`config.mk`:
```
export PLATFORM = sky130hd
export DESIGN_NAME = fpu_f2i
export DESIGN_NICKNAME = d
export VERILOG_FILES = /design/src/rtl/fpu_f2i.sv
export SDC_FILE = /design/constraint.sdc
export NUM_CORES = 1
export LEC_CHECK = 0
export ABC_AREA = 1
export CORE_MARGIN = 4
export CORE_UTILIZATION = 45
export CTS_BUF_LIST = sky130_fd_sc_hd__clkbuf_4 sky130_fd_sc_hd__clkbuf_8
export DETAILED_ROUTE_END_ITERATION = 6
export MAX_ROUTING_LAYER = met4
export PLACE_DENSITY = 0.73
export SETUP_SLACK_MARGIN = 0.1
export SYNTH_ARGS = -nofsm -noshare
export SYNTH_HDL_FRONTEND = slang
export SYNTH_SLANG_ARGS = --single-unit
```
`constraint.sdc`:
```
create_clock -name clock -period 3.55 [get_ports clock]
set_input_delay 0.5325 -clock clock [delete_from_list [all_inputs] [get_ports clock]]
set_output_delay 0.5325 -clock clock [all_outputs]
set_load 0.005 [all_outputs]
```
`src/rtl/fpu_f2i.sv`:
```
// fpu_f2i: multi-cycle float -> two's-complement integer converter.
//
// Takes an FPU-format float {sign, exp, man} (hidden leading 1, bias
// 2**(EXP_W-1)-1) and converts it to a saturated signed integer. Rounding
// is truncation toward zero. The significand is aligned one bit per clock,
// so latency depends on the exponent: done rises N+2 edges after start is
// accepted, where N = |E - MAN_W| for ordinary operands and 0 for specials.
//
// Ports:
//   clock       in   rising-edge clock
//   reset       in   asynchronous, active-low reset
//   start       in   conversion request, only honoured while idle
//   op_in       in   float operand, captured on the edge that accepts start
//   busy        out  high while a conversion is in flight
//   done        out  one-cycle pulse; int_out/status_out valid from then on
//   int_out     out  converted integer, held until the next done
//   status_out  out  {invalid, overflow, inexact, zero}, held likewise
module fpu_f2i #(
  parameter int EXP_W = 6,
  parameter int MAN_W = 25,
  parameter int INT_W = 32
) (
  input  logic                 clock,
  input  logic                 reset,
  input  logic                 start,
  input  logic [EXP_W+MAN_W:0] op_in,
  output logic                 busy,
  output logic                 done,
  output logic [INT_W-1:0]     int_out,
  output logic [3:0]           status_out
);

  localparam int FP_W  = 1 + EXP_W + MAN_W;
  localparam int BIAS  = (1 << (EXP_W - 1)) - 1;
  localparam int CNT_W = $clog2(INT_W + 1);
  localparam logic [INT_W-1:0] MAX_POS = {1'b0, {(INT_W-1){1'b1}}};
  localparam logic [INT_W-1:0] MIN_NEG = {1'b1, {(INT_W-1){1'b0}}};

  typedef enum logic [1:0] {
    S_IDLE,
    S_CLASSIFY,
    S_SHIFT,
    S_FINISH
  } state_t;

  state_t             state_q, state_d;
  logic [FP_W-1:0]    op_q, op_d;
  logic [INT_W-1:0]   mag_q, mag_d;
  logic [CNT_W-1:0]   cnt_q, cnt_d;
  logic               left_q, left_d;
  logic               sticky_q, sticky_d;
  // special_q: mag_q already holds the final signed result (Inf/NaN,
  // saturation, exact most-negative, zero), so FINISH must not negate it.
  logic               special_q, special_d;
  logic               invalid_q, invalid_d;
  logic               overflow_q, overflow_d;
  logic               inexact_q, inexact_d;
  logic               busy_q, busy_d;
  logic               done_q, done_d;
  logic [INT_W-1:0]   int_q, int_d;
  logic [3:0]         status_q, status_d;

  logic               op_sign;
  logic [EXP_W-1:0]   op_exp;
  logic [MAN_W-1:0]   op_man;
  int                 e_s;
  logic [INT_W-1:0]   res;

  assign op_sign = op_q[FP_W-1];
  assign op_exp  = op_q[MAN_W +: EXP_W];
  assign op_man  = op_q[MAN_W-1:0];

  always_comb begin
    state_d    = state_q;
    op_d       = op_q;
    mag_d      = mag_q;
    cnt_d      = cnt_q;
    left_d     = left_q;
    sticky_d   = sticky_q;
    special_d  = special_q;
    invalid_d  = invalid_q;
    overflow_d = overflow_q;
    inexact_d  = inexact_q;
    busy_d     = busy_q;
    done_d     = 1'b0;
    int_d      = int_q;
    status_d   = status_q;

    // Unbiased exponent; the unsigned field zero-extends into the int.
    e_s = int'(op_exp) - BIAS;
    res = special_q ? mag_q : (op_sign ? -mag_q : mag_q);

    case (state_q)
      S_IDLE: begin
        if (start) begin
          op_d       = op_in;
          busy_d     = 1'b1;
          sticky_d   = 1'b0;
          special_d  = 1'b0;
          invalid_d  = 1'b0;
          overflow_d = 1'b0;
          inexact_d  = 1'b0;
          state_d    = S_CLASSIFY;
        end
      end

      S_CLASSIFY: begin
        state_d = S_FINISH;
        cnt_d   = '0;
        if (op_exp == '1) begin
          invalid_d = 1'b1;
          special_d = 1'b1;
          mag_d     = op_sign ? MIN_NEG : MAX_POS;
        end else if (op_exp == '0) begin
          // Subnormal/zero encodings: magnitude below 1, sign irrelevant.
          special_d = 1'b1;
          mag_d     = '0;
          inexact_d = |op_man;
        end else if (e_s < 0) begin
          special_d = 1'b1;
          mag_d     = '0;
          inexact_d = 1'b1;
        end else if (e_s >= INT_W - 1) begin
          special_d = 1'b1;
          mag_d     = op_sign ? MIN_NEG : MAX_POS;
          // The only representable value at this exponent is -2**(INT_W-1).
          if (!(op_sign && e_s == INT_W - 1 && op_man == '0)) begin
            overflow_d = 1'b1;
          end
        end else begin
          special_d = 1'b0;
          mag_d     = INT_W'({1'b1, op_man});
          if (e_s > MAN_W) begin
            left_d = 1'b1;
            cnt_d  = CNT_W'(e_s - MAN_W);
          end else begin
            left_d = 1'b0;
            cnt_d  = CNT_W'(MAN_W - e_s);
          end
          if (e_s != MAN_W) begin
            state_d = S_SHIFT;
          end
        end
      end

      S_SHIFT: begin
        if (left_q) begin
          mag_d = mag_q << 1;
        end else begin
          mag_d    = mag_q >> 1;
          sticky_d = sticky_q | mag_q[0];
        end
        cnt_d = cnt_q - 1'b1;
        if (cnt_q == CNT_W'(1)) begin
          state_d = S_FINISH;
        end
      end

      S_FINISH: begin
        int_d    = res;
        status_d = {invalid_q, overflow_q, inexact_q | sticky_q, res == '0};
        done_d   = 1'b1;
        busy_d   = 1'b0;
        state_d  = S_IDLE;
      end

      default: begin
        state_d = S_IDLE;
        busy_d  = 1'b0;
      end
    endcase
  end

  always_ff @(posedge clock or negedge reset) begin
    if (!reset) begin
      state_q    <= S_IDLE;
      op_q       <= '0;
      mag_q      <= '0;
      cnt_q      <= '0;
      left_q     <= 1'b0;
      sticky_q   <= 1'b0;
      special_q  <= 1'b0;
      invalid_q  <= 1'b0;
      overflow_q <= 1'b0;
      inexact_q  <= 1'b0;
      busy_q     <= 1'b0;
      done_q     <= 1'b0;
      int_q      <= '0;
      status_q   <= '0;
    end else begin
      state_q    <= state_d;
      op_q       <= op_d;
      mag_q      <= mag_d;
      cnt_q      <= cnt_d;
      left_q     <= left_d;
      sticky_q   <= sticky_d;
      special_q  <= special_d;
      invalid_q  <= invalid_d;
      overflow_q <= overflow_d;
      inexact_q  <= inexact_d;
      busy_q     <= busy_d;
      done_q     <= done_d;
      int_q      <= int_d;
      status_q   <= status_d;
    end
  end

  assign busy       = busy_q;
  assign done       = done_q;
  assign int_out    = int_q;
  assign status_out = status_q;

endmodule

```
Word level (Yosys, flattened, before mapping). Index checks and enable logic that the tools add are counted. Widths: inputs -> output; s select.

$add $sub $neg: 5. Reductions and logical operators: 20. Order comparisons: 3. Bitwise operators: 6. Mux-type cells: 47. Equal/unequal tests: 17.

Operators by type and width (count): $mux 32 (8); $pmux 32 s2 (1); $logic_not 32->1 (1); $neg 32->32 (1); $mux 6 (5); $logic_not 25->1 (1); $reduce_or 25->1 (1); $mux 1 (23); $ne 2x2->1 const B (9); $pmux 1 s2 (6); $pmux 6 s2 (1); $pmux 2 s4 (1); $reduce_and 2->1 (4); $reduce_bool 2->1 (4); $eq 7x6->1 const B (1); $ge 7x6->1 const B (1); $gt 7x6->1 const B (1); $lt 7x1->1 const B (1); $ne 7x6->1 const B (1); $reduce_and 7->1 (1); $sub 6x5->7 const B (1); $eq 6x1->1 const B (1); $eq 6x6->1 const B (1); $logic_not 6->1 (1); 14 further kinds (22).

Output and inout port bits: 38. Word-level logic and storage cells: 112. Bits in registers: 116. Input port bits: 35.

Longest topological paths before layout.
Depth after elaboration: 10. Mapped depth: 17. Gate-level depth less buffers: 17.

Worst setup path after synthesis. OpenSTA, ideal clock, no wires.

Path kind: register to register. Start: register op_q[25]. End: register cnt_q[4]. Slack: 1126 ps. Data arrival time: 2307 ps. Clock period less this slack: 2424 ps. Buffers on the path: 0. Setup time: 117 ps. Required time: 3433 ps. Stages on the path, launching flop included: 15. Path through: dfrtp_1 -> inv_1 -> ha_1 -> inv_1 -> ha_1 -> inv_1 -> o21ai_0 -> nand2_1 -> or2_1 -> a21oi_1 -> nand2_1 -> nand3_1 -> nor2_1 -> nor2_1 -> nor2_1.

Word-level cells in the longest chain between the ends: 8. Elaborated cells on any way between the ends: 14. Those cells by class: add/sub (3); order compare (3); eq/ne (1); mux (6); reduce/logical (1).

RTL lines: from (decl) (RTL line 47) `logic [FP_W-1:0] op_q, op_d;`; from (signal assigned) (RTL line 192) `op_q <= op_d;`; $sub 6x5->7 (RTL line 90) `e_s = int'(op_exp) - BIAS;`; $sub 6x6->6, or another cell as far along (RTL line 138) `cnt_d = CNT_W'(MAN_W - e_s);`; $mux 6 (RTL line 133) `if (e_s > MAN_W) begin`; $mux 6 (RTL line 123) `end else if (e_s >= INT_W - 1) begin`; $mux 6 (RTL line 119) `end else if (e_s < 0) begin`; $mux 6 (RTL line 114) `end else if (op_exp == '0) begin`; $mux 6 * (RTL line 110) `if (op_exp == '1) begin`; $pmux 6 s2 * (RTL line 93) `case (state_q)`; to (signal assigned) (RTL line 194) `cnt_q <= cnt_d;`; to (decl) (RTL line 49) `logic [CNT_W-1:0] cnt_q, cnt_d;`.

Every way passes the cells marked *; elsewhere a longest branch is shown, timed or not. A chain may end at the register's enable or synchronous reset.

Worst setup path after layout. Ends and elaborated chain as after synthesis.

==> impl_metrics.env <==
export IMPL_rr_worst_depth=14
export IMPL_synth_top_area_cell="dfrtp_1"
export IMPL_crit_family="simple AND/OR/NAND/NOR gates"
export IMPL_async_flop_share_pct=100
export IMPL_max_freq_mhz=369
export IMPL_p_leak_nw=4.05
export IMPL_cts_sinks=116
export IMPL_pin_count=73
export IMPL_avgViaCountPerCell=5.10
export IMPL_crit_type="reg -> reg"
export IMPL_place_area_um2=7790
export IMPL_vias=6410
export IMPL_worstPathMaxFanout=7
export IMPL_fin_cells=1256
export IMPL_multiInputGateArea_um2=3450
export IMPL_layout_drive_gt1_share_pct=5.71
export IMPL_drc=0
export IMPL_antenna_cells=0
export IMPL_setup_ws_ps=843
export IMPL_start_util_pct=46.0
export IMPL_dp_cells=1227
export IMPL_yosysWarnings=0
export IMPL_coreArea_um2=15200
export IMPL_finalPower_mw=8.73
export IMPL_rsz0062_at_grt="false"
export IMPL_fp_dieH_um=133
export IMPL_cp_required_ps=3900
export IMPL_drv_cap=0
export IMPL_finClkSkew_ps=10.4
export IMPL_synth_cell_area_um2=6990
export IMPL_die_area_um2=17600
export IMPL_finalCritPeriodShare_pct=76.3
export IMPL_grt_pass1_vias=5828
export IMPL_ys_types=46
export IMPL_final_setup_viol_count=0
export IMPL_synth_net_count=1048
export IMPL_grt_max_degree=117
export IMPL_h_tree_depth=4
export IMPL_place_gp_congestion=0.892
export IMPL_crit_end="cnt_q[4]"
export IMPL_cts_made_buffers=17
export IMPL_use_met1_pct=31.1
export IMPL_grt_ovfl_total=0
export IMPL_drv_slew=0
export IMPL_grt_met3_usage_pct=3.61
export IMPL_r2r_end="cnt_q[4]"
export IMPL_row_count=45
export IMPL_hold_violations=0
export IMPL_nFillCells=1527
export IMPL_drtIter0Drc=606
export IMPL_postLayoutCellArea_um2=8130
export IMPL_finalCriticalPeriod_ps=2710
export IMPL_portBuffers=72
export IMPL_cts_clk_slew_worst_paths_ps=70
export IMPL_reg2reg_slack_ps=840
export IMPL_synth_most_common_cell="nand2_1"
export IMPL_crit_path_start_kind="register"
export IMPL_cts_tree="built"
export IMPL_path_cells="inv_1, ha_1, inv_1, ha_1, inv_1, o21ai_0, nand2_1, or2_1, a21oi_1, nand2_1, nand3_1, nor2_1, nor2_1, nor2_1"
export IMPL_cts_root_buffer="clkbuf_8"
export IMPL_grt_util_met2_pct=29.6
export IMPL_postCtsSetupBuffers=0
export IMPL_fin_util_pct=53.5
export IMPL_grtUsageTotal_pct=21.1
export IMPL_p_per_area_nw_per_um2=1070
export IMPL_antenna_found_initial=0
export IMPL_ys_ff_latch=116
export IMPL_synthFlopType="dfrtp_1"
export IMPL_ir_drop_v=0.000402
export IMPL_yosysTopAreaCellShare_pct=41.5
export IMPL_antenna_left=0
export IMPL_max_slew_margin_pct=46.6
export IMPL_tns_ps=0
export IMPL_wl_per_cell_um=13.9
export IMPL_gr_max_usage_layer="met1"
export IMPL_clockBufferDepth=2
export IMPL_crit_path_start="op_q[25]"
export IMPL_cts_resized=0
export IMPL_seqCellArea_um2=2900
export IMPL_setup_worst_path_end_class="register"
export IMPL_tightest_slew_ps=800
export IMPL_ctsHoldBuffers=0
export IMPL_slowest_stage="dfrtp_1"
export IMPL_status="finished clean"
export IMPL_r2r_start="op_q[25]"
export IMPL_die_w_um=133
export IMPL_hp_class="in -> async"
export IMPL_max_stage_delay_ps=490
export IMPL_crit_arrival_ps=3050
export IMPL_synth_edf_count=0
export IMPL_drt_wl_total_um=17500
export IMPL_area_growth_pct=16.3
export IMPL_cp_num_cells=14
export IMPL_synth_area_top_cells="dfrtp_1, nand2_1, o21ai_0"
export IMPL_hpwlAfterDp_um=12800
export IMPL_clock_latency_ps=450
export IMPL_synthCells=998
export IMPL_postSynthAreaPerCell_um2=7.01
export IMPL_nets=1108
export IMPL_first_pass_iters=5
export IMPL_holdWs_ps=119
export IMPL_yosysSeqAreaShare_pct=41.5
export IMPL_dpl_worst_slack_ps=858
export IMPL_path_buf_inv=3
export IMPL_synth_common_cells="nand2_1, dfrtp_1, inv_1, o21ai_0, nor2_1"
export IMPL_grt_first_pass_wirelength_um=29600
[registers in the layout (all words and copies together) (netlist names), 2 cells and up]
name / cells
state_q: 2
status_out: 4
cnt_q: 6
int_out: 32
op_q: 32
mag_q: 32
[worst register-to-register path, cell delays in order (launching register included)]
cell and delay, ps:
dfrtp_1 490, inv_1 160, ha_1 370, inv_1 140, ha_1 180, inv_1 60
o21ai_0 250, nand2_1 110, or2_1 230, a21oi_1 300, nand2_1 90, nand3_1 80
nor2_1 50, nor2_1 80, nor2_1 40
[how the worst min path moves through the flow]
stage,end,from,slack [ps],cells past startpoint
after CTS,int_out[14],reset,180,2
after detailed placement,status_out[3],status_out[3],460,2
after global placement,status_out[3],status_out[3],460,2
after floorplan,busy,reset,240,0
after global routing,int_out[4],reset,200,2
final,int_out[12],reset,120,2
[cell usage in the layout, fill, tap and decap left out, types with 2 or more instances in the layout]
| master | n |
|---|---|
| ha_1 | 15 |
| inv_1 | 100 |
| nor2_1 | 85 |
| nand3_1 | 69 |
| a22oi_1 | 2 |
| nand2_2 | 3 |
| or2_2 | 3 |
| nor2_2 | 2 |
| nand2_1 | 348 |
| a21oi_1 | 47 |
| nand3_2 | 3 |
| nor3_1 | 5 |
| o21ai_1 | 3 |
| dfrtp_1 | 116 |
| nor4_1 | 6 |
| o211ai_1 | 2 |
| o22ai_1 | 2 |
| clkbuf_8 | 18 |
| clkinv_2 | 6 |
| clkbuf_4 | 4 |
| nand4_1 | 13 |
| clkdlybuf4s50_1 | 71 |
| o21ai_0 | 89 |
| xor2_1 | 13 |
| a31oi_1 | 11 |
| buf_4 | 11 |
| clkinv_1 | 2 |
| nand3b_1 | 2 |
[area by class of cell]
| type | instances | area share (%) |
|---|---|---|
| tap | 188 | 2.89 |
| sequential | 116 | 35.7 |
| clock buffer | 22 | 3.42 |
| multi-input combinational | 736 | 42.4 |
| timing repair buffer | 83 | 10.0 |
| clock inverter | 7 | 0.738 |
| inverter | 104 | 4.83 |
[logic make-up after synthesis]
family | after synthesis | share of synthesized area [%]
simple gates | 545 | 32.5
compound gates | 162 | 12.3
buf+inv | 146 | 9.16
flops | 116 | 41.5
fa+ha+maj | 15 | 2.68
xor+xnor | 14 | 1.86
[routing by layer]
metal / vias to the layer above / routed length [um]
met4: 0 / 265
li1: 3317 / -
met2: 174 / 7440
met5: - / 0
met1: 2897 / 8940
met3: 22 / 853
[report_power, final]
part	internal [mW]	switching [mW]	total, mW
clock	0.581	0.510	1.09
sequential	2.02	0.595	2.61
combinational	1.89	3.14	5.03
total	4.49	4.25	8.73
Note: power is estimated with default switching activity, not from simulation.
